--- src/rtl/mem_arbiter.sv ---
// mem_arbiter: shares the single RAM port between instruction fetch and data
// accesses. Data has priority; a saturating starvation counter forces an
// instruction grant after STARVE_MAX consecutive data grants that were taken
// while a fetch was waiting. One access is in flight at a time.
module mem_arbiter #(
  parameter int ADDR_W     = 32,
  parameter int DATA_W     = 32,
  parameter int STARVE_MAX = 4
) (
  input  logic              CLK,
  input  logic              RST,
  // instruction side
  input  logic              iREN,
  input  logic [ADDR_W-1:0] iaddr,
  output logic              iwait,
  output logic [DATA_W-1:0] iload,
  // data side
  input  logic              dREN,
  input  logic              dWEN,
  input  logic [ADDR_W-1:0] daddr,
  input  logic [DATA_W-1:0] dstore,
  output logic              dwait,
  output logic [DATA_W-1:0] dload,
  // RAM side
  output logic              ramREN,
  output logic              ramWEN,
  output logic [ADDR_W-1:0] ramaddr,
  output logic [DATA_W-1:0] ramstore,
  input  logic [DATA_W-1:0] ramload,
  input  logic [1:0]        ramstate,
  // status
  output logic              gnt_d,
  output logic              err
);

  localparam int CNT_W = $clog2(STARVE_MAX + 1);
  localparam logic [CNT_W-1:0] STARVE_LIM = CNT_W'(STARVE_MAX);

  typedef enum logic [1:0] {
    IDLE  = 2'd0,
    GNT_I = 2'd1,
    GNT_D = 2'd2
  } state_t;

  typedef enum logic [1:0] {
    RAM_FREE   = 2'd0,
    RAM_BUSY   = 2'd1,
    RAM_ACCESS = 2'd2,
    RAM_ERROR  = 2'd3
  } ramstate_t;

  state_t           state, state_nxt;
  ramstate_t        rs;
  logic [CNT_W-1:0] starve_cnt, starve_nxt;
  logic             dreq;
  logic             ram_done;
  logic             err_set;

  // Decode RAM status and the combined data request.
  always_comb begin
    rs       = ramstate_t'(ramstate);
    dreq     = dREN | dWEN;
    ram_done = (rs == RAM_ACCESS) || (rs == RAM_ERROR);
  end

  // Next-state, starvation counter update and all combinational outputs.
  always_comb begin
    state_nxt  = state;
    starve_nxt = starve_cnt;
    err_set    = 1'b0;
    iwait      = 1'b1;
    dwait      = 1'b1;
    ramREN     = 1'b0;
    ramWEN     = 1'b0;
    ramaddr    = '0;
    ramstore   = '0;

    unique case (state)
      IDLE: begin
        if (dreq && (!iREN || (starve_cnt < STARVE_LIM))) begin
          state_nxt = GNT_D;
          if (iREN) begin
            starve_nxt = (starve_cnt == STARVE_LIM) ? STARVE_LIM
                                                    : starve_cnt + CNT_W'(1);
          end else begin
            starve_nxt = '0;
          end
        end else if (iREN) begin
          state_nxt  = GNT_I;
          starve_nxt = '0;
        end
      end

      GNT_I: begin
        ramREN  = 1'b1;
        ramaddr = iaddr;
        // A dropped request abandons the access silently; it takes precedence
        // over a completion seen in the same cycle.
        if (!iREN) begin
          state_nxt = IDLE;
        end else if (ram_done) begin
          iwait     = 1'b0;
          state_nxt = IDLE;
          err_set   = (rs == RAM_ERROR);
        end
      end

      GNT_D: begin
        if (dWEN) begin
          ramWEN   = 1'b1;
          ramstore = dstore;
        end else begin
          ramREN   = 1'b1;
        end
        ramaddr = daddr;
        if (!dreq) begin
          state_nxt = IDLE;
        end else if (ram_done) begin
          dwait     = 1'b0;
          state_nxt = IDLE;
          err_set   = (rs == RAM_ERROR);
        end
      end

      default: state_nxt = IDLE;
    endcase
  end

  // State, starvation counter and sticky error register.
  always_ff @(posedge CLK) begin
    if (RST) begin
      state      <= IDLE;
      starve_cnt <= '0;
      err        <= 1'b0;
    end else begin
      state      <= state_nxt;
      starve_cnt <= starve_nxt;
      if (err_set) begin
        err <= 1'b1;
      end
    end
  end

  // Read data is shared by both requesters; status flag follows the state.
  always_comb begin
    iload = ramload;
    dload = ramload;
    gnt_d = (state == GNT_D);
  end

endmodule

--- config.mk ---
export PLATFORM = sky130hd
export DESIGN_NAME = mem_arbiter
export DESIGN_NICKNAME = d
export VERILOG_FILES = /design/src/rtl/mem_arbiter.sv
export SDC_FILE = /design/constraint.sdc
export NUM_CORES = 1
export LEC_CHECK = 0
export BUFFER_PORTS_ARGS = -buffer_cell sky130_fd_sc_hd__buf_2
export CORE_AREA = 5 5 102 104
export CTS_BUF_LIST = sky130_fd_sc_hd__clkbuf_2 sky130_fd_sc_hd__clkbuf_4 sky130_fd_sc_hd__clkbuf_8
export CTS_CLUSTER_SIZE = 20
export DETAILED_ROUTE_END_ITERATION = 10
export DIE_AREA = 0 0 107 109
export GPL_TIMING_DRIVEN = 0
export SLEW_MARGIN = 20
export SYNTH_ARGS = -nofsm -noshare
export SYNTH_HDL_FRONTEND = slang
export SYNTH_SLANG_ARGS = --single-unit
--- constraint.sdc ---
create_clock -name CLK -period 1.7 [get_ports CLK]
set_input_delay 0 -clock CLK [delete_from_list [all_inputs] [get_ports CLK]]
set_output_delay 0 -clock CLK [all_outputs]
set_load 0.03 [all_outputs]
==> out/metrics.cfg, run 1 <==
[sta]
hold_viol = 0
max_slew_margin_pct = 82.0
fin_crit_ps = 1590
maxSlewViolCount = 0
fin_ws_ps = 107
rsz0062_at_grt = false
setup_viol = 0
max_freq_ghz = 0.628
tightest_slew_ps = 269
tns_ps = 0
clock_skew_ps = 0.244
period_share_pct = 93.7

[worst_setup_path]
slowest_delay_ps = 330
cp.arrival_ps = 1590
worstPathRequired_ps = 1700
worstSetupEndpointType = output pin
path_common_cell = buf_6
path_buf_inv = 4
worstPathMaxFanout = 10
crit_chain = inv_1 > ha_1 > buf_6 > buf_6 > a22oi_1 > nor2b_1 > buf_4
cpLargestDelayFamily = buffers and inverters
cp-start-kind = register
worstSetupPathType = register to output pin
cpMaxStageDelayCell = dfxtp_2

[logic_synthesis]
synth_compound_area_share_pct = 21.1
synth_seq_cells = 6
synth_fa_ha_area_share_pct = 4.59
ys_warn_count = 0
synth_top_family_by_area = buffers and inverters
yosysUniqueCellTypes = 27
synth.area.mux_share_pct = 0
netlist_area_um2 = 1640
synthCells = 225
ys.flop_type = dfxtp_1
syn_nets = 366
synthSimpleGateAreaFrac_pct = 30.8
ys_seq_area_share_pct = 7.34
synthDominantCellAreaShare_pct = 29.4
synth-async-reset-ratio_pct = 0
avgSynthCellArea_um2 = 7.27
synthTopCellsByArea = buf_4 (29%), a22oi_1 (15%), nor2b_1 (13%), and3_1 (11%), dfxtp_1 (7.3%)
synth-xor-area-share_pct = 0
synth_edf_count = 0
yosysTopAreaCell = buf_4

[layout]
diodes = 0
drive_gt1_share_pct = 71.6
fin_util_pct = 32.6
fin_area_um2 = 3090
fin_nets = 607
area_growth_pct = 88.7

[die]
die_width_um = 107
core_area_um2 = 9460
die_h_um = 109
initial_utilization_pct = 17.3
num_io_pins = 269
placementRows = 36
dieArea_um2 = 11700

[global_routing]
track_usage_pct = 12.1
first_global_vias = 2173
grt_max_degree = 11
grt-ovfl-total = 0
grt_first_pass_wirelength_mm = 11.4
grt_antenna_before_repair = 2

[cts]
path_clk_slew_ps = 40
cts_buffers = 3
ctsHoldBuffers = 0
post_cts_buffers = 0
cts_root_buf = clkbuf_8
clockBufferDepth = 2
cts_resized = 14
htree_num_levels = 1
clock-sinks = 6
clk_latency_ps = 220
cts_tree = yes

[pwr]
p_per_area_nw_per_um2 = 456
leakage_uw = 0.00187
total_power_uw = 1410
ir_drop_mv = 0.339

[routing]
drt-total-wl_mm = 8.25
vias = 2390
drc = 0
dr.pass1.iters = 4
drt_iter0_drc = 81
vias_per_cell = 4.13
wl_per_cell_um = 14.3
ant_nets = 0

[worst_hold_path]
worstHoldPathType = input pin to register

[run_status]
run_status = completed

[place]
post-place-ws_ps = -1.17
place_area_um2 = 2960
gp_congestion = 0.808
dp_hpwl_mm = 7.32
io_buffers = 236

[flow_run]
cap_viol_max_count = 0

[state kept, by name (all words and copies together), names as in the netlist]
signal / cells
starve_cnt: 3
state: 2
err: 1
[placed cells by master (no fill, tap or decap), types with 2 or more instances in the layout]
| cell type | count |
|---|---|
| buf_6 | 6 |
| buf_4 | 65 |
| o31ai_1 | 2 |
| nand2_1 | 3 |
| and3_1 | 29 |
| dfxtp_1 | 5 |
| a21oi_1 | 2 |
| and3_2 | 3 |
| nor2_1 | 5 |
| clkbuf_8 | 3 |
| buf_2 | 238 |
| ha_4 | 2 |
| inv_1 | 4 |
| and2_1 | 2 |
| clkbuf_4 | 9 |
| ha_1 | 4 |
| a32oi_1 | 2 |
| a22oi_1 | 32 |
| nor2b_1 | 35 |
| nand3_1 | 2 |
[worst paths after layout]
check	slack (ps)	depth (start not counted)	end	start
worst min register to register	450	2	err$_SDFFE_PP0P_	err$_SDFFE_PP0P_
worst max-delay path	110	7	ramaddr[26]	state[1]$_SDFFE_PP0P_
worst min-delay path	40	2	starve_cnt[0]$_SDFFE_PP0P_	RST
worst max register to register	270	6	state[1]$_SDFFE_PP0P_	state[1]$_SDFFE_PP0P_
[metal layers]
metal  up-vias  track usage (%)  share of wire (%)  wire [um]
met3         6             2.84                9.5        784
li1       1197                -                  -          -
met2       125             22.0                 52       4280
met4         4             1.64              0.097          8
met1      1058             14.7                 38       3160
met5         -                0               0.25         21
[synth_stat cells (2+ instances only)]
master and number:
ha_1 6, a22oi_1 32, o31ai_1 2, and2_1 2, nand3_1 2, inv_1 5
nor2b_1 35, buf_2 14, a32oi_1 2, buf_4 64, and3_2 3, clkbuf_1 3
nor2_1 5, a21oi_1 2, dfxtp_1 6, nand2_1 3, and3_1 29
[report_power, final]
part | internal (uW) | leakage (uW) | switching (uW) | total [uW]
combinational | 442 | 0.00180 | 599 | 1040
sequential | 150 | 0.0000492 | 6.25 | 156
clock | 152 | 0.0000216 | 59.4 | 211
total | 744 | 0.00187 | 665 | 1410
[stage by stage]
stage          hold WS, ps  std cells
2_1_floorplan         69.1        225
3_3_place_gp           253        575
3_5_place_dp           253        575
4_1_cts               42.9        578
5_1_grt               61.6        578
6_report              39.5        578
[worst register-to-register path, stage by stage (launching register included)]
cell and delay, ps:
dfxtp_2 350, inv_1 90, ha_1 200, buf_6 150, and4bb_1 200, a221oi_2 210
o31ai_1 100
[logic make-up (layout without fill, tap and decap cells)]
logic type	count (synthesis)	count (layout)
compound gates	44	44
fa+ha+maj	6	6
buf+inv	87	326
flops	6	6
simple gates	82	82
[layout make-up]
type / count / area (um^2)
plain buffers: 82 / 621
fillers: 1054 / 6370
clock buffers: 3 / 41.3
multi-input cells: 132 / 950
flip-flops and latches: 6 / 121
well taps: 114 / 143
inverters: 5 / 18.8
repair buffers: 236 / 1190
Note: power is estimated with default switching activity, not from simulation.
==> run 2: changes to the inputs <==
Settings changed: CORE_AREA 5 5 102 104 to 5 5 101 103, DIE_AREA 0 0 107 109 to 0 0 106 108.
Clock period 1.7 ns to 1.9 ns, I/O delays scaled along.
==> out/metrics.cfg, run 2 (synthesis gave the netlist of run 1 again) <==
[run_status]
run_status = completed  ; unchanged

[routing]
wl_per_cell_um = 14.1  ; was 14.3 um
dr.pass1.iters = 4  ; unchanged
drc = 0  ; unchanged
vias_per_cell = 4.13  ; about the same
ant_nets = 0  ; unchanged
drt_iter0_drc = 91  ; was 81
vias = 2373  ; was 2390
drt-total-wl_mm = 8.08  ; was 8.25 mm

[worst_setup_path]
path_common_cell = buf_2  ; was buf_6
worstReg2RegStart = state[0]$_SDFFE_PP0P_  ; was state[1]$_SDFFE_PP0P_
worstSetupPathType = register to output pin  ; unchanged
cp-start-kind = register  ; unchanged
slowest_delay_ps = 320  ; was 330 ps
crit_chain = inv_1 > ha_2 > clkbuf_4 > buf_2 > and3_1 > buf_2  ; was inv_1 > ha_1 > buf_6 > buf_6 > a22oi_1 > nor2b_1 > buf_4
worstPathRequired_ps = 1900  ; was 1700 ps
cp-startpoint = state[0]$_SDFFE_PP0P_  ; was state[1]$_SDFFE_PP0P_
cp.arrival_ps = 1720  ; was 1590 ps
worstSetupEndpointType = output pin  ; unchanged
cpMaxStageDelayCell = dfxtp_1  ; was dfxtp_2
worstPathMaxFanout = 10  ; unchanged

[pwr]
p_per_area_nw_per_um2 = 408  ; was 456 nW/um^2
ir_drop_mv = 0.269  ; was 0.339 mV
power_frac_seq_pct = 11.3  ; was 11.1%
swShare_pct = 47.7  ; was 47.2%
power.switching_uw = 586  ; was 665 uW
combPwrFrac_pct = 73.9  ; about the same
leakage_uw = 0.00186  ; was 0.00187 uW
power.internal_uw = 643  ; was 744 uW
clkPwrFrac_pct = 14.8  ; was 15.0%

[global_routing]
grt-ovfl-total = 0  ; unchanged
track_usage_pct = 12.0  ; was 12.1%
grt_first_pass_wirelength_mm = 11.3  ; was 11.4 mm
first_global_vias = 2321  ; was 2173
grt_max_degree = 11  ; unchanged
grt_antenna_before_repair = 0  ; was 2

[cts]
post_cts_buffers = 0  ; unchanged
cts_resized = 1  ; was 14
path_clk_slew_ps = 30  ; was 40 ps
htree_num_levels = 1  ; unchanged
clockBufferDepth = 2  ; unchanged
ctsHoldBuffers = 0  ; unchanged
clock-sinks = 6  ; unchanged
cts_buffers = 3  ; unchanged
cts_root_buf = clkbuf_8  ; unchanged
cts_tree = yes  ; unchanged
clk_latency_ps = 210  ; was 220 ps

[worst_hold_path]
worstHoldPathType = input pin to register  ; unchanged
hold_start = RST  ; unchanged

[sta]
max_freq_ghz = 0.582
hold_viol = 0  ; unchanged
tns_ps = 0  ; unchanged
tightest_slew_ps = 281  ; was 269 ps
period_share_pct = 90.5
maxSlewViolCount = 0  ; unchanged
max_slew_margin_pct = 81.1  ; was 82.0%
fin_crit_ps = 1720
holdWs_ps = 47.4  ; was 39.5 ps
setup_viol = 0  ; unchanged
clock_skew_ps = 1.89  ; was 0.244 ps
rsz0062_at_grt = false  ; unchanged

[die]
die_h_um = 108  ; was 109 um
placementRows = 35  ; was 36
die_width_um = 106  ; was 107 um
dieArea_um2 = 11400  ; was 11700 um^2
core_area_um2 = 9110  ; was 9460 um^2
num_io_pins = 269  ; unchanged
initial_utilization_pct = 18.0  ; was 17.3%

[place]
gp_congestion = 0.777  ; was 0.808
io_buffers = 236  ; unchanged
dp_hpwl_mm = 7.16  ; was 7.32 mm

[layout]
layout_common_cells = buf_2 (249), buf_4 (64), nor2b_1 (35)  ; was buf_2 (238), buf_4 (65), nor2b_1 (35)
drive_gt1_share_pct = 71.1  ; was 71.6%
reg_top3 = starve_cnt (3), state (2), err (1)  ; unchanged
fin_nets = 607  ; unchanged
largest_reg_flops = 3  ; unchanged
top_register = starve_cnt  ; unchanged
area_growth_pct = 83.9  ; was 88.7%
mostFrequentLayoutCell = buf_2  ; unchanged
num-fill-cells = 1010  ; was 1054
diodes = 0  ; unchanged

[flow_run]
cap_viol_max_count = 0  ; unchanged

## run 2: critical path, delay by kind of cell, from the launching register on
family / cells / cell delay, ps
buffers and inverters: 4 / 760
DFF: 1 / 320
adders and majority gates: 1 / 250
and+or+nand+nor: 1 / 180
## run 2: path summary, 6_finish.rpt
kind / endpoint / slack, ps / cells past startpoint
worst min register to register: err$_SDFFE_PP0P_ / 470 / 2
worst max-delay path: ramstore[25] / 180 / 6
worst max register to register: err$_SDFFE_PP0P_ / 460 / 6
worst min-delay path: starve_cnt[0]$_SDFFE_PP0P_ / 50 / 2
## run 2: routing by layer
layer / vias to the layer above / global-route usage, % / wire length, um
met3: 2 / 2.33 / 712
li1: 1196 / - / -
met4: 0 / 1.48 / 19
met5: - / 0 / 0
met1: 1053 / 13.1 / 2890
met2: 122 / 24.3 / 4460
## run 2: cell type report
type / instances / area [um^2] / area share [%]
well taps: 111 / 139 / 4.62
inverters: 5 / 18.8 / 0.624
repair buffers: 236 / 1180 / 39.3
clock buffers: 3 / 41.3 / 1.37
flip-flops and latches: 6 / 120 / 3.99
plain buffers: 82 / 579 / 19.3
multi-input cells: 132 / 930 / 30.9
## run 2: through the flow
step                      setup WS, ps  cell area, um^2  utilization [%]  total power [uW]  cells
final                              181             3010             33.0              1230    575
after global routing              11.6             3010             33.0              1310    575
after CTS                         25.0             3000             32.9              1240    575
after detailed placement           167             2960             32.5              1050    572
after global placement             215             2960             32.5              1040    572
after floorplan                    316             1640                -               751    225
## run 2: power by group through the flow
| stage | Combinational (uW) | Clock (uW) | Sequential [uW] |
|---|---|---|---|
| after floorplan | 610 | 0 | 141 |
| after global placement | 901 | 0 | 139 |
| after detailed placement | 911 | 0 | 140 |
| after CTS | 915 | 188 | 138 |
| after global routing | 975 | 196 | 139 |
| final | 908 | 182 | 138 |
